<file path="config.mk">
export PLATFORM = sky130hd
export DESIGN_NAME = cache_bus_arbiter_multicore
export DESIGN_NICKNAME = d
export VERILOG_FILES = /design/src/rtl/cache_bus_arb_pkg.sv /design/src/rtl/cache_rr_picker.sv /design/src/rtl/cache_bus_arbiter_multicore.sv
export SDC_FILE = /design/constraint.sdc
export NUM_CORES = 1
export LEC_CHECK = 0
export BUFFER_PORTS_ARGS = -buffer_cell sky130_fd_sc_hd__buf_2
export CAP_MARGIN = 30
export CORE_ASPECT_RATIO = 1.2
export CORE_MARGIN = 2
export CORE_UTILIZATION = 45
export CTS_BUF_LIST = sky130_fd_sc_hd__clkbuf_16
export DETAILED_ROUTE_END_ITERATION = 10
export GPL_TIMING_DRIVEN = 0
export MAX_ROUTING_LAYER = met4
export PLACE_DENSITY_LB_ADDON = 0.2
export SLEW_MARGIN = 20
export SYNTH_ARGS = -nofsm -noshare
export SYNTH_HDL_FRONTEND = slang
export SYNTH_SLANG_ARGS = --single-unit
</file>
<file path="constraint.sdc">
create_clock -name clk -period 5.4 [get_ports clk]
set_input_delay 1.08 -clock clk [delete_from_list [all_inputs] [get_ports clk]]
set_output_delay 1.08 -clock clk [all_outputs]
set_load 0.05 [all_outputs]
</file>
<file path="src/rtl/cache_bus_arb_pkg.sv">
// Shared types and defaults for the lv1-lv2 bus arbiter.
// Imported by the arbiter top and its round-robin picker.
package cache_bus_arb_pkg;

  typedef enum logic [1:0] {
    ST_IDLE,
    ST_PROC,
    ST_SNOOP,
    ST_LV2
  } arb_state_e;

  localparam int DEF_NUM_CORES = 4;
  localparam int DEF_MAX_HOLD  = 64;

endpackage

</file>
<file path="src/rtl/cache_rr_picker.sv">
// Round-robin picker: first unmasked requester at or after ptr_i,
// wrapping modulo NUM_CORES (any core count, not only powers of two).
module cache_rr_picker
  import cache_bus_arb_pkg::*;
#(
  parameter int NUM_CORES = DEF_NUM_CORES,
  parameter int ID_WID    = $clog2(NUM_CORES)
) (
  input  logic [NUM_CORES-1:0] req_i,
  input  logic [ID_WID-1:0]    ptr_i,
  input  logic [NUM_CORES-1:0] excl_i,
  output logic                 valid_o,
  output logic [ID_WID-1:0]    idx_o
);

  logic [NUM_CORES-1:0] cand;
  int                   j;

  assign cand = req_i & ~excl_i;

  // Scan from farthest to nearest so the nearest hit is written last.
  always_comb begin
    valid_o = 1'b0;
    idx_o   = '0;
    j       = 0;
    for (int k = NUM_CORES - 1; k >= 0; k--) begin
      j = int'(ptr_i) + k;
      if (j >= NUM_CORES) j = j - NUM_CORES;
      if (cand[ID_WID'(j)]) begin
        valid_o = 1'b1;
        idx_o   = ID_WID'(j);
      end
    end
  end

endmodule

</file>
<file path="src/rtl/cache_bus_arbiter_multicore.sv">
// Shared lv1-lv2 bus arbiter: round-robin processor owner with nested
// snoop / lv2 grants under it and a hold-time watchdog.
module cache_bus_arbiter_multicore
  import cache_bus_arb_pkg::*;
#(
  parameter int NUM_CORES    = DEF_NUM_CORES,
  parameter int CORE_ID_WID  = $clog2(NUM_CORES),
  parameter int MAX_HOLD     = DEF_MAX_HOLD,
  parameter int HOLD_CNT_WID = $clog2(MAX_HOLD + 1)
) (
  input  logic                   clk,
  input  logic                   rst_n,
  input  logic [NUM_CORES-1:0]   bus_lv1_lv2_req_proc,
  output logic [NUM_CORES-1:0]   bus_lv1_lv2_gnt_proc,
  input  logic [NUM_CORES-1:0]   bus_lv1_lv2_req_snoop,
  output logic [NUM_CORES-1:0]   bus_lv1_lv2_gnt_snoop,
  input  logic                   bus_lv1_lv2_req_lv2,
  output logic                   bus_lv1_lv2_gnt_lv2,
  output logic [CORE_ID_WID-1:0] bus_owner_id,
  output logic                   bus_busy,
  output logic                   bus_timeout
);

  localparam logic [HOLD_CNT_WID-1:0] HOLD_ONE =
    HOLD_CNT_WID'(1);
  localparam logic [HOLD_CNT_WID-1:0] HOLD_MAX =
    HOLD_CNT_WID'(MAX_HOLD);
  localparam logic [HOLD_CNT_WID-1:0] HOLD_PRE =
    HOLD_CNT_WID'(MAX_HOLD - 1);
  localparam logic TMO_AT_START = (MAX_HOLD == 1);

  arb_state_e               state_q;
  logic [NUM_CORES-1:0]     gnt_proc_q;
  logic [NUM_CORES-1:0]     gnt_snoop_q;
  logic                     gnt_lv2_q;
  logic                     busy_q;
  logic                     tmo_q;
  logic [CORE_ID_WID-1:0]   owner_q;
  logic [CORE_ID_WID-1:0]   snp_win_q;
  logic [CORE_ID_WID-1:0]   proc_ptr_q;
  logic [CORE_ID_WID-1:0]   snp_ptr_q;
  logic [HOLD_CNT_WID-1:0]  hold_q;

  logic                     proc_vld;
  logic                     snp_vld;
  logic [CORE_ID_WID-1:0]   proc_idx;
  logic [CORE_ID_WID-1:0]   snp_idx;
  logic                     own_req;
  logic                     win_req;

  function automatic logic [CORE_ID_WID-1:0] inc_id(
    input logic [CORE_ID_WID-1:0] x
  );
    if (int'(x) >= NUM_CORES - 1) return '0;
    return x + 1'b1;
  endfunction

  function automatic logic [NUM_CORES-1:0] onehot(
    input logic [CORE_ID_WID-1:0] i
  );
    return NUM_CORES'(1) << i;
  endfunction

  assign own_req = bus_lv1_lv2_req_proc[owner_q];
  assign win_req = bus_lv1_lv2_req_snoop[snp_win_q];

  cache_rr_picker #(
    .NUM_CORES (NUM_CORES),
    .ID_WID    (CORE_ID_WID)
  ) u_proc_pick (
    .req_i   (bus_lv1_lv2_req_proc),
    .ptr_i   (proc_ptr_q),
    .excl_i  ({NUM_CORES{1'b0}}),
    .valid_o (proc_vld),
    .idx_o   (proc_idx)
  );

  // The owner's own snoop line is masked by its proc grant.
  cache_rr_picker #(
    .NUM_CORES (NUM_CORES),
    .ID_WID    (CORE_ID_WID)
  ) u_snp_pick (
    .req_i   (bus_lv1_lv2_req_snoop),
    .ptr_i   (snp_ptr_q),
    .excl_i  (gnt_proc_q),
    .valid_o (snp_vld),
    .idx_o   (snp_idx)
  );

  always_ff @(posedge clk or negedge rst_n) begin
    if (!rst_n) begin
      state_q     <= ST_IDLE;
      gnt_proc_q  <= '0;
      gnt_snoop_q <= '0;
      gnt_lv2_q   <= 1'b0;
      busy_q      <= 1'b0;
      tmo_q       <= 1'b0;
      owner_q     <= '0;
      snp_win_q   <= '0;
      proc_ptr_q  <= '0;
      snp_ptr_q   <= '0;
      hold_q      <= '0;
    end else begin
      tmo_q <= 1'b0;
      if (busy_q) begin
        if (hold_q != HOLD_MAX) hold_q <= hold_q + HOLD_ONE;
        tmo_q <= (hold_q == HOLD_PRE);
      end
      // Any grant change below restarts the watchdog.
      unique case (state_q)
        ST_IDLE: begin
          if (proc_vld) begin
            gnt_proc_q <= onehot(proc_idx);
            owner_q    <= proc_idx;
            busy_q     <= 1'b1;
            hold_q     <= HOLD_ONE;
            tmo_q      <= TMO_AT_START;
            state_q    <= ST_PROC;
          end
        end
        ST_PROC: begin
          if (!own_req) begin
            gnt_proc_q <= '0;
            busy_q     <= 1'b0;
            proc_ptr_q <= inc_id(owner_q);
            hold_q     <= '0;
            tmo_q      <= 1'b0;
            state_q    <= ST_IDLE;
          end else if (snp_vld) begin
            gnt_snoop_q <= onehot(snp_idx);
            snp_win_q   <= snp_idx;
            hold_q      <= HOLD_ONE;
            tmo_q       <= TMO_AT_START;
            state_q     <= ST_SNOOP;
          end else if (bus_lv1_lv2_req_lv2) begin
            gnt_lv2_q <= 1'b1;
            hold_q    <= HOLD_ONE;
            tmo_q     <= TMO_AT_START;
            state_q   <= ST_LV2;
          end
        end
        ST_SNOOP, ST_LV2: begin
          if ((state_q == ST_SNOOP && !win_req) ||
              (state_q == ST_LV2 && !bus_lv1_lv2_req_lv2)) begin
            gnt_snoop_q <= '0;
            gnt_lv2_q   <= 1'b0;
            if (state_q == ST_SNOOP) snp_ptr_q <= inc_id(snp_win_q);
            if (own_req) begin
              hold_q  <= HOLD_ONE;
              tmo_q   <= TMO_AT_START;
              state_q <= ST_PROC;
            end else begin
              gnt_proc_q <= '0;
              busy_q     <= 1'b0;
              proc_ptr_q <= inc_id(owner_q);
              hold_q     <= '0;
              tmo_q      <= 1'b0;
              state_q    <= ST_IDLE;
            end
          end
        end
        default: state_q <= ST_IDLE;
      endcase
    end
  end

  assign bus_lv1_lv2_gnt_proc  = gnt_proc_q;
  assign bus_lv1_lv2_gnt_snoop = gnt_snoop_q;
  assign bus_lv1_lv2_gnt_lv2   = gnt_lv2_q;
  assign bus_owner_id          = owner_q;
  assign bus_busy              = busy_q;
  assign bus_timeout           = tmo_q;

endmodule

</file>
==> out/metrics.csv, run 1 <==
metric,value,unit
synth_xor_area_share,2.10,%
drive_gt1_share,20.6,%
netlist_instances,168,
grt_max_degree,29,
holdBufCountCts,0,
muxShareOfSynthArea,8.63,%
fin_tns_setup,0,ns
status,"finished, final reports clean",
clockRootBuffer,clkbuf_16,
post-route-util,52.9,%
p_leak,0.872,nW
yosysTopAreaCell,dfrtp_1,
fmax,405,MHz
syn_nets,183,
p_comb_share,54.4,%
worstSetupEndpointType,flip-flop,
p_clk_share,13.9,%
synth_edf_count,0,
cts.path.max_buffers,2,
track_usage,19.5,%
hold_viol,0,
timing.hold.ws,0.481,ns
place_ws,2.69,ns
max_cap_viol_count,0,
p_seq_share,31.7,%
skew,0.00479,ns
grt_overflow_total,0,
async_flop_share,100,%
worstPathArrival,2.67,ns
drtPass1Iterations,4,
drc,0,
netlist_top_cells_area,"dfrtp_1 (42%), nor2_1 (4.1%), a21oi_1 (3.6%)",
clock_sinks,28,
core,3600,µm²
gp_congestion,0.879,
drtIter0Drc,41,
rsz0062_at_grt,false,
critPathKind,input port to flip-flop,
cts_made_buffers,3,
synthAdderAreaFrac,3.00,%
path_clk_slew,0.07,ns
crit_fanout,5,
synth_top_area_share,42.0,%
clk_latency,0.26,ns
ys_seq_area_share,42.0,%
r2r_slack,3.39,ns
synth_compound_area_share,19.7,%
ant_nets,0,
hold_depth,1,
cts_resized,0,
cp_data_required_time,5.60,ns
initial_core_util,46.3,%
ios,24,
max_stage_delay,0.55,ns
grt_pass1_vias,1373,
start_kind,input port,
yosysMostFrequentCell,dfrtp_1,
final_net_count,211,
grt_pass1_wl,6270,µm
syn_to_final_growth,14.3,%
internal_power,0.618,mW
die_w,59.6,µm
cts_tree,done,
path_cells,buf_2 -> nor4_1 -> nand2b_1 -> a21o_1 -> o21ai_0 -> a22o_1,
htree_levels,1,
syn_area_per_cell,9.93,µm²
power_density,617,nW/µm²
holdCritPathClass,flip-flop to flip-flop,
vias,1376,
hpwl,2610,µm
worstMarginPinSlew,0.731,ns
final_max_slew_viol_count,0,
power.switching,0.559,mW
row_count,24,
synthSimpleGateAreaFrac,21.8,%
dieArea,4210,µm²
slowest_stage,nor4_1,
period_minus_slack,2.47,ns
ys.flop_type,dfrtp_1,
ir_drop,286,µV
ys_ff_latch,28,
setup_viol,0,
syn_area,1670,µm²
diodes,0,
io_buffers,23,
synth.distinct_cells,45,
synth.cells.most_frequent,"dfrtp_1 (28), nor2_1 (18), a21oi_1 (12), nand2_1 (12)",
antenna_found_initial,0,
slew_headroom,50.8,%
setup_slack,2.93,ns
dieHeight,70.7,µm
yosys_warnings,0,
postCtsSetupRepairBufs,0,
synth_top_family_by_area,simple AND/OR/NAND/NOR gates,
routedWlPerCell,15.1,µm
drt-total-wl,3520,µm
total_power,1.18,mW
switching_share,47.5,%
drt-vias-per-instance,5.91,
reg2reg_depth,4,
post-route-period-util,45.8,%
-- sequential cells by signal, indices dropped and copies added (netlist names) --
signal,cells
hold_q,7
state_q,2
bus_lv1_lv2_gnt_snoop,4
bus_owner_id,2
snp_ptr_q,2
bus_timeout,1
bus_lv1_lv2_gnt_lv2,1
snp_win_q,2
bus_busy,1
bus_lv1_lv2_gnt_proc,4
proc_ptr_q,2
-- through the flow --
step                      area, µm²  instances
after global routing           1910        233
after floorplan                1670        168
after detailed placement       1830        230
final                          1910        233
after CTS                      1910        233
after global placement         1830        230
-- placed cells by master (no fill, tap or decap), types with 3 or more instances in the layout --
master	count
dfrtp_1	28
buf_2	23
nor2_1	18
nand2_1	12
a21oi_1	12
inv_1	7
nand2b_1	7
o21ai_0	7
a22o_1	6
mux2i_1	5
nor3_1	5
mux2_2	4
nor2b_1	4
ha_1	4
nand4_1	3
nor4_1	3
xnor2_1	3
clkbuf_16	3
-- path summary, 6_finish.rpt --
check,startpoint,end
setup reg to reg,snp_win_q[1]$_DFFE_PN0P_,hold_q[0]$_DFF_PN0_
max in group asynchronous,rst_n,proc_ptr_q[1]$_DFFE_PN0P_
min in group asynchronous,rst_n,snp_win_q[1]$_DFFE_PN0P_
hold reg to reg,bus_lv1_lv2_gnt_snoop[0]$_DFFE_PN0P_,bus_lv1_lv2_gnt_snoop[0]$_DFFE_PN0P_
hold / removal,bus_lv1_lv2_gnt_snoop[0]$_DFFE_PN0P_,bus_lv1_lv2_gnt_snoop[0]$_DFFE_PN0P_
setup / recovery,bus_lv1_lv2_req_proc[1],bus_lv1_lv2_gnt_proc[2]$_DFFE_PN0P_
-- critical path, delay by kind of cell --
family,cells,cell delay [ns]
and+or+nand+nor,2,0.77
AOI/OAI and AO/OA,3,0.69
buffers and inverters,1,0.12
-- power by group through the flow --
stage | Clock [mW] | Sequential [mW] | Combinational [mW]
after floorplan | 0 | 0.499 | 0.367
after global placement | 0 | 0.372 | 0.624
after detailed placement | 0 | 0.377 | 0.638
after CTS | 0.168 | 0.374 | 0.643
after global routing | 0.177 | 0.390 | 0.707
final | 0.164 | 0.373 | 0.640
-- layout make-up --
class	instances	area, µm²
timing repair buffer	23	115
fill	353	1700
tap	39	48.8
clock buffer	3	75.1
inverter	7	26.3
sequential	28	701
multi-input combinational	130	922
buffer	3	18.8
-- layer usage --
layer | wire length [µm] | track usage [%] | up-vias | part of all wire [%]
met3 | 97 | 2.19 | 4 | 2.8
li1 | - | - | 674 | -
met5 | 0 | - | - | 0
met1 | 1660 | 25.8 | 675 | 47
met4 | 38 | 4.44 | 0 | 1.1
met2 | 1730 | 31.9 | 23 | 49
-- cell families (layout without fill, tap and decap cells) --
group           after synthesis  after routing
simple gates                 65             65
fa+ha+maj                     4              4
flops                        28             28
compound gates               46             46
mux                          11             11
xor+xnor                      4              4
buf+inv                      10             36
(Power assumes the default switching activity.)
==> run 2: changes to the inputs <==
==> constraint.sdc (replaced) <==
create_clock -name clk -period 2.1 [get_ports clk]
set_input_delay 0.42 -clock clk [delete_from_list [all_inputs] [get_ports clk]]
set_output_delay 0.42 -clock clk [all_outputs]
set_load 0.05 [all_outputs]
==> out/metrics.csv, run 2 (synthesis gave the netlist of run 1 again) <==
metric,value,unit,change
status,"finished, final reports clean",,
syn_to_final_growth,14.3,%,unchanged
die_w,59.6,µm,unchanged
max_stage_delay,0.64,ns,+0.09 ns
multi_input_area,922,µm²,unchanged
antenna_found_initial,0,,unchanged
track_usage,19.5,%,unchanged
final_cell_mix,"dfrtp_1 (28), buf_2 (23), nor2_1 (18), nand2_1 (12), a21oi_1 (12)",,
clock_sinks,28,,unchanged
ant_nets,0,,unchanged
initial_core_util,46.3,%,unchanged
postCtsSetupRepairBufs,0,,unchanged
final_net_count,211,,unchanged
worstPathArrival,2.16,ns,-0.51 ns
cts_tree,done,,
skew,0.00486,ns,+0.0000742 ns
slew_headroom,50.8,%,unchanged
regArea,701,µm²,unchanged
post-route-period-util,95.9,%,
grt_pass1_wl,6270,µm,unchanged
max_cap_viol_count,0,,unchanged
clk_latency,0.26,ns,about the same
gp_congestion,0.879,,unchanged
diodes,0,,unchanged
setup_viol,0,,unchanged
hold_viol,0,,unchanged
holdCritPathClass,input port to asynchronous set/reset pin,,
grt_pass1_vias,1373,,unchanged
routedWlPerCell,15.1,µm,about the same
grtUsageMet2,31.9,%,unchanged
fmax,496,MHz,
top_register,hold_q,,
htree_levels,1,,unchanged
layout_commonest_cell,dfrtp_1,,
drtPass1Iterations,4,,unchanged
dieHeight,70.7,µm,unchanged
clockRootBuffer,clkbuf_16,,
vias,1377,,+0.073%
fill_cells,353,,unchanged
grt_use_met3,2.19,%,unchanged
path_buf_inv,0,,-1
io_buffers,23,,unchanged
path_clk_slew,0.07,ns,about the same
drt-total-wl,3520,µm,about the same
period_minus_slack,2.01,ns,
grt-busiest-layer,met2,,
p_leak,0.872,nW,about the same
dieArea,4210,µm²,unchanged
cts.path.max_buffers,2,,unchanged
dpl.cell_count,230,,unchanged
ir_drop,735,µV,+160%
r2r_slack,0.09,ns,-3.30 ns
slowest_stage,mux4_1,,
grt_use_met1,25.8,%,unchanged
total_power,3.03,mW,+160%
cts_made_buffers,3,,unchanged
cpLargestDelayFamily,multiplexers,,
fin_tns_setup,0,ns,unchanged
drtIter0Drc,41,,unchanged
grt_max_degree,29,,unchanged
final_max_slew_viol_count,0,,unchanged
drt-vias-per-instance,5.91,,about the same
instances_no_fill,233,,unchanged
ios,24,,unchanged
cp_data_required_time,2.24,ns,-3.36 ns
path_cells,mux4_1 -> nor3_2 -> o21bai_2 -> a221o_1,,
hpwl,2610,µm,unchanged
critPathKind,flip-flop to flip-flop,,
start_kind,flip-flop,,
crit_fanout,5,,unchanged
largest_reg_flops,7,,unchanged
power_density,1590,nW/µm²,+160%
grt_overflow_total,0,,unchanged
core,3600,µm²,unchanged
rsz0062_at_grt,false,,
worstSetupEndpointType,flip-flop,,
drc,0,,unchanged
row_count,24,,unchanged
worstMarginPinSlew,0.731,ns,unchanged
drive_gt1_share,20.6,%,unchanged
run 2: cell types whose count changed in the layout (fill, tap and decap cells not counted):
cell,delta
o21ai_0,-1
o21ai_1,+1
run 2: what timing repair did:
| action | 4_1_cts | 5_1_grt |
|---|---|---|
| setup endpoints to repair | 0 | 2 |
| hold buffers | 0 | 0 |
| hold endpoints to repair | 0 | 0 |
| gates resized for setup | 0 | 1 |
run 2: layer usage:
metal / routed length, µm / up-vias
met5: 0 / -
met4: 38 / 0
met3: 97 / 4
met2: 1730 / 23
met1: 1650 / 676
li1: - / 674
run 2: worst paths after layout:
path                                                           start                                   end  depth (start not counted)
worst max-delay path                        snp_win_q[1]$_DFFE_PN0P_                   hold_q[0]$_DFF_PN0_                          4
worst min-delay path                                           rst_n              snp_win_q[1]$_DFFE_PN0P_                          1
worst max register to register              snp_win_q[1]$_DFFE_PN0P_                   hold_q[0]$_DFF_PN0_                          4
worst min register to register  bus_lv1_lv2_gnt_snoop[0]$_DFFE_PN0P_  bus_lv1_lv2_gnt_snoop[0]$_DFFE_PN0P_                          1
max in group asynchronous                                      rst_n             proc_ptr_q[1]$_DFFE_PN0P_                          1
min in group clk                bus_lv1_lv2_gnt_snoop[0]$_DFFE_PN0P_  bus_lv1_lv2_gnt_snoop[0]$_DFFE_PN0P_                          1
run 2: worst register-to-register path, delay by kind of cell (launching register included):
| family | cells | cell delay, ns |
|---|---|---|
| simple gates | 1 | 0.30 |
| flops | 1 | 0.48 |
| mux | 1 | 0.64 |
| compound gates | 2 | 0.48 |
run 2: per-stage QoR:
stage,util [%],setup WS [ns],area [µm²],hold WS [ns]
after floorplan,-,0.0519,1670,0.124
after global placement,50.8,0.0568,1830,0.470
after detailed placement,50.8,0.0532,1830,0.471
after CTS,52.9,0.0677,1910,0.200
after global routing,52.9,0.0175,1910,0.227
final,52.9,0.0854,1910,0.172
run 2: cell type report:
type / count / area share [%]
sequential: 28 / 36.7
timing repair buffer: 23 / 6.04
multi-input combinational: 130 / 48.4
clock buffer: 3 / 3.94
inverter: 7 / 1.38
tap: 39 / 2.56
buffer: 3 / 0.984
run 2: report_power, final:
part	internal [mW]	switching, mW
sequential	0.744	0.215
clock	0.252	0.169
combinational	0.593	1.05
total	1.59	1.44
